### config.mk
export PLATFORM = sky130hd
export DESIGN_NAME = mem_arbiter_flat
export DESIGN_NICKNAME = d
export VERILOG_FILES = /design/src/rtl/mem_arbiter_pkg.sv /design/src/rtl/mem_arbiter_if.sv /design/src/rtl/mem_arbiter_latency_counter.sv /design/src/rtl/mem_arbiter.sv /design/src/flat_wrapper.sv
export SDC_FILE = /design/constraint.sdc
export NUM_CORES = 1
export LEC_CHECK = 0
export ABC_AREA = 1
export BUFFER_PORTS_ARGS = -buffer_cell sky130_fd_sc_hd__buf_2
export CELL_PAD_IN_SITES_DETAIL_PLACEMENT = 2
export CELL_PAD_IN_SITES_GLOBAL_PLACEMENT = 2
export CORE_AREA = 2 2 168 88
export CTS_CLUSTER_SIZE = 8
export DETAILED_ROUTE_END_ITERATION = 10
export DIE_AREA = 0 0 170 90
export GPL_TIMING_DRIVEN = 1
export PLACE_DENSITY = 0.87
export SYNTH_ARGS = -nofsm -noshare
export SYNTH_HDL_FRONTEND = slang
export SYNTH_HIERARCHICAL = 1
export SYNTH_SLANG_ARGS = --single-unit
### constraint.sdc
create_clock -name Clk -period 2.4 [get_ports Clk]
set_input_delay 0.48 -clock Clk [delete_from_list [all_inputs] [get_ports Clk]]
set_output_delay 0.48 -clock Clk [all_outputs]
set_load 0.005 [all_outputs]
### src/rtl/mem_arbiter_pkg.sv
// Shared encodings and helpers for the unified instruction/data memory arbiter.
package mem_arbiter_pkg;

  localparam int CNT_W = 4;

  typedef enum logic [1:0] {
    ARB_IDLE = 2'd0,
    ARB_BUSY = 2'd1,
    ARB_DONE = 2'd2
  } arb_state_e;

  typedef enum logic {
    GRANT_I = 1'b0,
    GRANT_D = 1'b1
  } grant_e;

  // Round-robin pick: a lone requester wins; on a tie the side not served last wins.
  function automatic grant_e arb_pick(logic i_req, logic d_req, grant_e last);
    if (d_req && !i_req) return GRANT_D;
    if (i_req && !d_req) return GRANT_I;
    return (last == GRANT_I) ? GRANT_D : GRANT_I;
  endfunction

endpackage

### src/rtl/mem_arbiter_if.sv
// CPU-side request/response and memory-side command bundle for mem_arbiter.
interface mem_arbiter_if #(
  parameter int WORD_SIZE = 16
);
  logic                 i_req;
  logic [WORD_SIZE-1:0] i_address;
  logic [WORD_SIZE-1:0] i_rdata;
  logic                 i_ready;

  logic                 d_readM;
  logic                 d_writeM;
  logic [WORD_SIZE-1:0] d_address;
  logic [WORD_SIZE-1:0] d_wdata;
  logic [WORD_SIZE-1:0] d_rdata;
  logic                 d_ready;

  logic                 m_readM;
  logic                 m_writeM;
  logic [WORD_SIZE-1:0] m_address;
  logic [WORD_SIZE-1:0] m_wdata;
  logic [WORD_SIZE-1:0] m_rdata;

  // Arbiter view.
  modport slave (
    input  i_req, i_address, d_readM, d_writeM, d_address, d_wdata, m_rdata,
    output i_rdata, i_ready, d_rdata, d_ready, m_readM, m_writeM, m_address, m_wdata
  );

  // Requester + memory view.
  modport master (
    output i_req, i_address, d_readM, d_writeM, d_address, d_wdata, m_rdata,
    input  i_rdata, i_ready, d_rdata, d_ready, m_readM, m_writeM, m_address, m_wdata
  );
endinterface

### src/rtl/mem_arbiter_latency_counter.sv
// Down-counter tracking the fixed memory latency; reloaded on every grant.
module mem_arbiter_latency_counter #(
  parameter int W = 4
) (
  input  logic         Clk,
  input  logic         Reset_N,
  input  logic         load_i,
  input  logic         dec_i,
  input  logic [W-1:0] load_val_i,
  output logic         zero_o
);
  logic [W-1:0] cnt_q, cnt_d;

  // Load wins over decrement; decrement saturates at zero.
  always_comb begin
    cnt_d = cnt_q;
    if (load_i)                     cnt_d = load_val_i;
    else if (dec_i && cnt_q != '0)  cnt_d = cnt_q - W'(1);
  end

  // Counter register.
  always_ff @(posedge Clk or negedge Reset_N) begin
    if (!Reset_N) cnt_q <= '0;
    else          cnt_q <= cnt_d;
  end

  assign zero_o = (cnt_q == '0);
endmodule

### src/rtl/mem_arbiter.sv
// Shares one single-ported memory between fetch (I) and data (D) requesters.
// One access at a time: IDLE -> BUSY (MEM_LATENCY cycles) -> DONE (ready pulse).
module mem_arbiter
  import mem_arbiter_pkg::*;
#(
  parameter int WORD_SIZE   = 16,
  parameter int MEM_LATENCY = 2
) (
  input  logic         Clk,
  input  logic         Reset_N,
  mem_arbiter_if.slave bus
);
  localparam logic [CNT_W-1:0] LOAD_VAL = CNT_W'(MEM_LATENCY - 1);

  arb_state_e           state_q, state_d;
  grant_e               owner_q, owner_d;
  grant_e               last_q, last_d;
  grant_e               pick;
  logic [WORD_SIZE-1:0] addr_q, addr_d;
  logic [WORD_SIZE-1:0] wdata_q, wdata_d;
  logic [WORD_SIZE-1:0] i_rdata_q, i_rdata_d;
  logic [WORD_SIZE-1:0] d_rdata_q, d_rdata_d;
  logic                 wr_q, wr_d;
  logic                 d_req, busy, cnt_load, cnt_zero;

  assign d_req = bus.d_readM | bus.d_writeM;
  assign busy  = (state_q == ARB_BUSY);

  mem_arbiter_latency_counter #(.W(CNT_W)) u_cnt (
    .Clk        (Clk),
    .Reset_N    (Reset_N),
    .load_i     (cnt_load),
    .dec_i      (busy),
    .load_val_i (LOAD_VAL),
    .zero_o     (cnt_zero)
  );

  // Next state: grant/latch in IDLE, capture read data at end of BUSY, DONE always returns.
  always_comb begin
    state_d   = state_q;
    owner_d   = owner_q;
    last_d    = last_q;
    addr_d    = addr_q;
    wdata_d   = wdata_q;
    wr_d      = wr_q;
    i_rdata_d = i_rdata_q;
    d_rdata_d = d_rdata_q;
    cnt_load  = 1'b0;
    pick      = arb_pick(bus.i_req, d_req, last_q);
    case (state_q)
      ARB_IDLE: begin
        if (bus.i_req || d_req) begin
          state_d  = ARB_BUSY;
          owner_d  = pick;
          last_d   = pick;
          cnt_load = 1'b1;
          if (pick == GRANT_D) begin
            addr_d  = bus.d_address;
            wdata_d = bus.d_wdata;
            wr_d    = bus.d_writeM;  // write wins if both ops are (illegally) set
          end else begin
            addr_d  = bus.i_address;
            wdata_d = '0;
            wr_d    = 1'b0;
          end
        end
      end
      ARB_BUSY: begin
        if (cnt_zero) begin
          state_d = ARB_DONE;
          if (!wr_q) begin
            if (owner_q == GRANT_D) d_rdata_d = bus.m_rdata;
            else                    i_rdata_d = bus.m_rdata;
          end
        end
      end
      ARB_DONE: state_d = ARB_IDLE;
      default:  state_d = ARB_IDLE;
    endcase
  end

  // State and latched-request registers.
  always_ff @(posedge Clk or negedge Reset_N) begin
    if (!Reset_N) begin
      state_q   <= ARB_IDLE;
      owner_q   <= GRANT_I;
      last_q    <= GRANT_I;
      addr_q    <= '0;
      wdata_q   <= '0;
      wr_q      <= 1'b0;
      i_rdata_q <= '0;
      d_rdata_q <= '0;
    end else begin
      state_q   <= state_d;
      owner_q   <= owner_d;
      last_q    <= last_d;
      addr_q    <= addr_d;
      wdata_q   <= wdata_d;
      wr_q      <= wr_d;
      i_rdata_q <= i_rdata_d;
      d_rdata_q <= d_rdata_d;
    end
  end

  // Memory commands come only from latched state, so requester changes mid-access are ignored.
  assign bus.m_readM   = busy & ~wr_q;
  assign bus.m_writeM  = busy & wr_q;
  assign bus.m_address = busy ? addr_q : '0;
  assign bus.m_wdata   = (busy && wr_q) ? wdata_q : '0;

  assign bus.i_ready   = (state_q == ARB_DONE) && (owner_q == GRANT_I);
  assign bus.d_ready   = (state_q == ARB_DONE) && (owner_q == GRANT_D);
  assign bus.i_rdata   = i_rdata_q;
  assign bus.d_rdata   = d_rdata_q;
endmodule

### src/flat_wrapper.sv
// flat-port wrapper written by rule: the top's interface ports become plain ports
module mem_arbiter_flat import mem_arbiter_pkg::*;
#(
  parameter int WORD_SIZE   = 16,
  parameter int MEM_LATENCY = 2
)
  (Clk, Reset_N, bus_i_req, bus_i_address, bus_d_readM, bus_d_writeM, bus_d_address, bus_d_wdata, bus_m_rdata, bus_i_rdata, bus_i_ready, bus_d_rdata, bus_d_ready, bus_m_readM, bus_m_writeM, bus_m_address, bus_m_wdata);
  mem_arbiter_if #(.WORD_SIZE(WORD_SIZE)) bus_i ();
  input  logic Clk;
  input  logic Reset_N;
  input wire logic [$bits(bus_i.i_req)-1:0] bus_i_req;
  input wire logic [$bits(bus_i.i_address)-1:0] bus_i_address;
  input wire logic [$bits(bus_i.d_readM)-1:0] bus_d_readM;
  input wire logic [$bits(bus_i.d_writeM)-1:0] bus_d_writeM;
  input wire logic [$bits(bus_i.d_address)-1:0] bus_d_address;
  input wire logic [$bits(bus_i.d_wdata)-1:0] bus_d_wdata;
  input wire logic [$bits(bus_i.m_rdata)-1:0] bus_m_rdata;
  output wire logic [$bits(bus_i.i_rdata)-1:0] bus_i_rdata;
  output wire logic [$bits(bus_i.i_ready)-1:0] bus_i_ready;
  output wire logic [$bits(bus_i.d_rdata)-1:0] bus_d_rdata;
  output wire logic [$bits(bus_i.d_ready)-1:0] bus_d_ready;
  output wire logic [$bits(bus_i.m_readM)-1:0] bus_m_readM;
  output wire logic [$bits(bus_i.m_writeM)-1:0] bus_m_writeM;
  output wire logic [$bits(bus_i.m_address)-1:0] bus_m_address;
  output wire logic [$bits(bus_i.m_wdata)-1:0] bus_m_wdata;
  assign bus_i.i_req = bus_i_req;
  assign bus_i.i_address = bus_i_address;
  assign bus_i.d_readM = bus_d_readM;
  assign bus_i.d_writeM = bus_d_writeM;
  assign bus_i.d_address = bus_d_address;
  assign bus_i.d_wdata = bus_d_wdata;
  assign bus_i.m_rdata = bus_m_rdata;
  assign bus_i_rdata = bus_i.i_rdata;
  assign bus_i_ready = bus_i.i_ready;
  assign bus_d_rdata = bus_i.d_rdata;
  assign bus_d_ready = bus_i.d_ready;
  assign bus_m_readM = bus_i.m_readM;
  assign bus_m_writeM = bus_i.m_writeM;
  assign bus_m_address = bus_i.m_address;
  assign bus_m_wdata = bus_i.m_wdata;
  mem_arbiter #(.WORD_SIZE(WORD_SIZE), .MEM_LATENCY(MEM_LATENCY)) u_core (.Clk(Clk), .Reset_N(Reset_N), .bus(bus_i));
endmodule
==> metrics.txt, run 1 <==
Max-Cap Viols=0; Hold-fix buffers, CTS=0; DR DRC count=0; clock tree sinks=72; Starting Density=25.3%; Mapped Area=3530 sq um; Tmin final=2.08 ns; H-tree levels=3; vias in the first global route=3851; crit path kind=flip-flop to output port; setup tns final=0 ns; ratio of cells with drive above 1 in the final layout=28.5%; area of the core=14000 sq um; FF+latch count, synth=72; boundary pin count=137; initial antenna violation count=0; Final Max Tran Viols=0; grt total ovfl=0; ANT cells=0; Avg Cell Area, Syn=7.48 sq um; DRT iter0 DRCs=114; total number of vias=3467; endpoints failing setup=0; Final #Nets=678; crit start category=flip-flop; overall routed net length=12100 microns; GRT Total Usage=16.6%; overall power=6.21 mW; Die W=170 microns; maximum vdd ir drop=0.389 mV; worst path arrival time=1.60 ns; Leak=2.70 nW; Req. time, crit path=1.92 ns; iteration count of the initial detailed-routing pass=4; final worst clock skew=0.00635 ns; synth unique cells=23; sequential area share after synthesis=51.0%; Worst Tran Pin Value=0.845 ns; Die H=90 microns; Via density=4.37; DP HPWL=9190 microns; Post-Synthesis Cells=472; power density cells=1320 nW/um^2; RSZ-0062 raised after global routing=no; clk_lat worst skew=0.33 ns; Min-Delay Path Class=primary input to async pin; Placer Congestion=0.733; most frequent cells in the layout=buf_2 (135), nand2_1 (122), inv_1 (88); commonest non-fill, non-tap cell in the layout=buf_2; Port-buffer cells=136; crit end category=output port; Max Freq=481 MHz; Worst-path clk slew=0.06 ns; standard-cell rows=31; largest net degree at the start of global routing=64; die area=15300 sq um; crit path max fanout=19; wire per inst=15.2 microns; Synth warnings=6; Clock Root Buffer=clkbuf_16; status=finished clean; TritonCTS Buffers=9; relative slew slack=43.7%; global-route wire length before repair=20100 microns; final hold vios=0; Final ANT Viol Nets=0; P&R area growth vs syn=33.5%; final period utilization=86.7%; CTS tree=yes; Max clock buf depth=2
-- repair_timing --
item	CTS	global route
gates resized for setup	0	1
endpoints found under the setup margin	0	2
endpoints found under the hold margin	0	0
setup buffers	0	0
-- where the power goes --
part	internal (mW)	switching, mW
combinational	1.00	1.75
clock	0.799	0.510
sequential	1.82	0.329
-- critical path, cell delays in order, from the launching register on --
cell and delay, ns:
dfrtp_1 0.39, inv_2 0.07, nor2_4 0.19, clkinv_1 0.10, buf_4 0.22, nor2_1 0.16
buf_2 0.14
-- routing by layer --
metal,vias to the layer above,GRT usage (%),wire length [microns]
met5,-,0,0
met4,0,3.63,76
met3,7,3.43,579
met2,91,27.0,5450
met1,1681,22.7,5980
li1,1688,-,-
-- area by class of cell --
type / instances / area [sq um]
clock buffers: 10 / 229
clock inverters: 6 / 60.1
fillers: 1677 / 9250
inverters: 95 / 357
multi-input cells: 287 / 1290
flip-flops and latches: 72 / 1800
well taps: 181 / 226
repair buffers: 143 / 748
-- state kept, by name, summed over array words and instances, names as in the netlist --
signal and cells:
u_core/bus.i_rdata 16, u_core/addr_q 16, u_core/wr_q 1, u_core/bus.d_rdata 16, u_core/u_cnt/cnt_q 4, u_core/last_q 1, u_core/wdata_q 16, u_core/state_q 2
-- cell families after synthesis --
kind of cell               share of synthesized area, %
AOI/OAI and AO/OA                                  7.86
and+or+nand+nor                                    27.7
adders and majority gates                         0.354
buffers and inverters                              12.9
DFF                                                51.0
other                                             0.213
-- path summary, 6_finish.rpt --
check / startpoint / endpoint / slack (ns) / depth (start not counted)
max: u_core/state_q[0] / bus_m_address[8] / 0.32 / 6
min: Reset_N / u_core/bus.d_rdata[5] / 0.24 / 1
max reg2reg: u_core/u_cnt/cnt_q[0] / u_core/bus.d_rdata[9] / 0.54 / 9
min reg2reg: u_core/addr_q[1] / u_core/addr_q[1] / 0.48 / 2
max in group asynchronous: Reset_N / u_core/wdata_q[11] / 1.47 / 2
min in group Clk: bus_m_rdata[3] / u_core/bus.d_rdata[3] / 0.37 / 3
-- metrics by stage --
step | instance area, sq um | util [%] | hold WS, ns | cells | worst slack, ns
finish | 4710 | 33.8 | 0.242 | 794 | 0.320
global route | 4710 | 33.8 | 0.312 | 794 | 0.191
CTS | 4710 | 33.7 | 0.278 | 794 | 0.133
detailed placement | 4420 | 31.7 | 0.466 | 778 | 0.497
global placement | 4420 | 31.7 | 0.463 | 778 | 0.624
floorplan | 3540 | - | 0.184 | 474 | 0.740
-- synthesized netlist by cell type (all sizes together) --
| cell type | number | area [sq um] |
|---|---|---|
| a21oi | 1 | 8.76 |
| buf | 14 | 76.3 |
| clkbuf | 6 | 22.5 |
| clkinv | 2 | 7.51 |
| conb | 2 | 7.51 |
| dfrtp | 72 | 1800 |
| ha | 1 | 12.5 |
| inv | 93 | 349 |
| nand2 | 129 | 509 |
| nand3 | 53 | 265 |
| nand3b | 2 | 15.0 |
| nor2 | 41 | 171 |
| nor3 | 2 | 10.0 |
| o21ai | 53 | 269 |
| or2 | 1 | 6.26 |
(Power assumes the default switching activity.)
==> run 2, diff against run 1 <==
--- a/config.mk
+++ b/config.mk
@@ -5,16 +5,16 @@
 export SDC_FILE = /design/constraint.sdc
 export NUM_CORES = 1
 export LEC_CHECK = 0
-export ABC_AREA = 1
 export BUFFER_PORTS_ARGS = -buffer_cell sky130_fd_sc_hd__buf_2
 export CELL_PAD_IN_SITES_DETAIL_PLACEMENT = 2
 export CELL_PAD_IN_SITES_GLOBAL_PLACEMENT = 2
-export CORE_AREA = 2 2 168 88
+export CORE_AREA = 2 2 150 79
 export CTS_CLUSTER_SIZE = 8
 export DETAILED_ROUTE_END_ITERATION = 10
-export DIE_AREA = 0 0 170 90
+export DIE_AREA = 0 0 152 81
 export GPL_TIMING_DRIVEN = 1
-export PLACE_DENSITY = 0.87
+export PLACE_DENSITY = 0.88
+export SKIP_LAST_GASP = 1
 export SYNTH_ARGS = -nofsm -noshare
 export SYNTH_HDL_FRONTEND = slang
 export SYNTH_HIERARCHICAL = 1
==> run 2 against run 1 <==
  * Synthesized cell count fell by 48%
  * Combinational power fell by 10%
  * Clock power is 3% higher
  * Wire length fell by 19%
  * Critical path depth up 1
  * Register-to-register slack lost 0.37 ns
  * Critical path type is now flip-flop to flip-flop
==> metrics.txt, run 2 <==
Post-Synthesis Cells=246; DP Area=4110 sq um; wire per inst=18.2 microns; Via density=4.88; Req. time, crit path=2.60 ns; Starting Density=28.7%; Post-Place Setup Slack=0.174 ns; Die W=152 microns; P&R area growth vs syn=36.9%; maximum vdd ir drop=0.370 mV; commonest non-fill, non-tap cell in the layout=buf_2; Worst-path clk slew=0.06 ns; RSZ-0062 raised after global routing=no; top area cells in the synthesized netlist=dfrtp_1 (56%), mux2_2 (11%), o221a_2 (5.6%); Avg Cell Area, Syn=13.1 sq um; Max clock buf depth=2; standard-cell rows=28; vias in the first global route=2892; boundary pin count=137; global-route wire length before repair=15600 microns; top cells by count, synth=dfrtp_1 (72), mux2_2 (32), and2_1 (18), a22o_1 (17); total number of vias=2629; H-tree levels=3; power density cells=1360 nW/um^2; Final Max Tran Viols=0; TritonCTS Buffers=9; worst hold margin=0.0678 ns; die area=12300 sq um; top-area cell type share of the netlist area=55.8%; Synth async-reset ratio=100%; FF+latch count, synth=72; most frequent cells in the layout=buf_2 (135), dfrtp_1 (72), mux2_2 (32); Placer Congestion=0.751; Final ANT Viol Nets=0; Tmin final=2.23 ns; worst r2r path cells=7; ANT cells=0; Final Instance Area=4420 sq um; Min-Delay Path Class=primary input to async pin; Max Freq=448 MHz; endpoints failing setup=0; DRT iter0 DRCs=108; relative slew slack=53.8%; Final #Nets=454; worst path arrival time=2.43 ns; worst setup margin=0.169 ns; sequential area share after synthesis=55.8%; crit path kind=flip-flop to flip-flop; clock tree sinks=72; Mapped Area=3230 sq um; FF-to-FF End=u_core/bus.i_rdata[3]; ratio of cells with drive above 1 in the final layout=56.0%; setup tns final=0 ns; Port-buffer cells=136; DP HPWL=7300 microns; area of the core=11200 sq um; iteration count of the initial detailed-routing pass=4; crit path max fanout=16; overall routed net length=9840 microns; GRT Total Usage=16.2%; clk_lat worst skew=0.33 ns; CTS tree=yes; initial antenna violation count=0; Clock Root Buffer=clkbuf_16; Leak=2.14 nW; final period utilization=93.0%; Die H=81 microns; Worst Tran Pin Value=0.693 ns; DR DRC count=0; Max-Cap Viols=0; status=finished clean; Synth warnings=6; final worst clock skew=0.00918 ns; crit end category=flip-flop; crit start category=flip-flop; number of synthesized flops with an enable pin=0; grt total ovfl=0; synth unique cells=41; Synth area leader=dfrtp_1; Most used DFF post-synth=dfrtp_1; Worst R2R Start=u_core/u_cnt/cnt_q[0]; largest net degree at the start of global routing=46; worst reg-to-reg setup slack=0.17 ns; cell with the most instances after synthesis=dfrtp_1; final hold vios=0; overall power=6.01 mW; final-layout fill cell count=1186
==> run 2: how the worst max path moves through the flow <==
stage / from / endpoint / slack [ns]
final: u_core/u_cnt/cnt_q[0] / u_core/bus.i_rdata[3] / 0.17
after floorplan: u_core/u_cnt/cnt_q[0] / u_core/bus.i_rdata[0] / 0.24
after CTS: u_core/state_q[1] / bus_m_wdata[13] / 0.10
after global routing: u_core/u_cnt/cnt_q[0] / u_core/bus.i_rdata[1] / 0.004
after detailed placement: u_core/u_cnt/cnt_q[0] / u_core/bus.i_rdata[3] / 0.17
after global placement: u_core/u_cnt/cnt_q[0] / u_core/bus.i_rdata[3] / 0.33
==> run 2: routing by layer <==
metal	vias up	wire length, microns	GRT usage [%]
met3	8	443	4.96
met2	68	4820	27.1
li1	1196	-	-
met5	-	0	0
met4	0	88	3.74
met1	1357	4490	21.0
==> run 2: metrics by stage <==
step	util (%)	std cells
finish	39.3	539
floorplan	-	248
global placement	36.6	523
detailed placement	36.6	523
global route	39.3	539
CTS	39.3	539
==> run 2: logic make-up after synthesis <==
group	count (synthesis)	share of synthesized area (%)
flops	72	55.8
simple gates	68	15.7
compound gates	47	13.4
mux	32	11.2
buf+inv	24	3.33
other cells	2	0.233
fa+ha+maj	1	0.387
==> run 2: power breakdown <==
group / switching, mW / internal (mW) / leakage (nW)
clock network: 0.511 / 0.836 / 0.145
registers: 0.391 / 1.81 / 0.850
logic: 1.16 / 1.31 / 1.15
total: 2.06 / 3.95 / 2.14
==> run 2: layout make-up <==
cell class                 count  area [sq um]  area share [%]
timing repair buffer         144           768            17.4
inverter                       5          21.3           0.481
sequential                    72          1800            40.7
multi-input combinational    152          1340            30.2
clock inverter                 6          67.6            1.53
clock buffer                  10           239            5.40
tap                          150           188            4.24
==> run 2: what timing repair did <==
action,in CTS,in global routing
buffers inserted,0,0
resized for setup,0,2
hold buffers,0,0
setup endpoints to repair,0,1
endpoints found under the hold margin,0,0
==> run 2: worst max-delay path: stages (launching register included) <==
cell and delay, ns:
dfrtp_1 0.37, inv_1 0.11, ha_1 0.23, or3b_4 0.43, inv_1 0.14, nor4b_4 0.27, buf_12 0.20, mux2_2 0.35
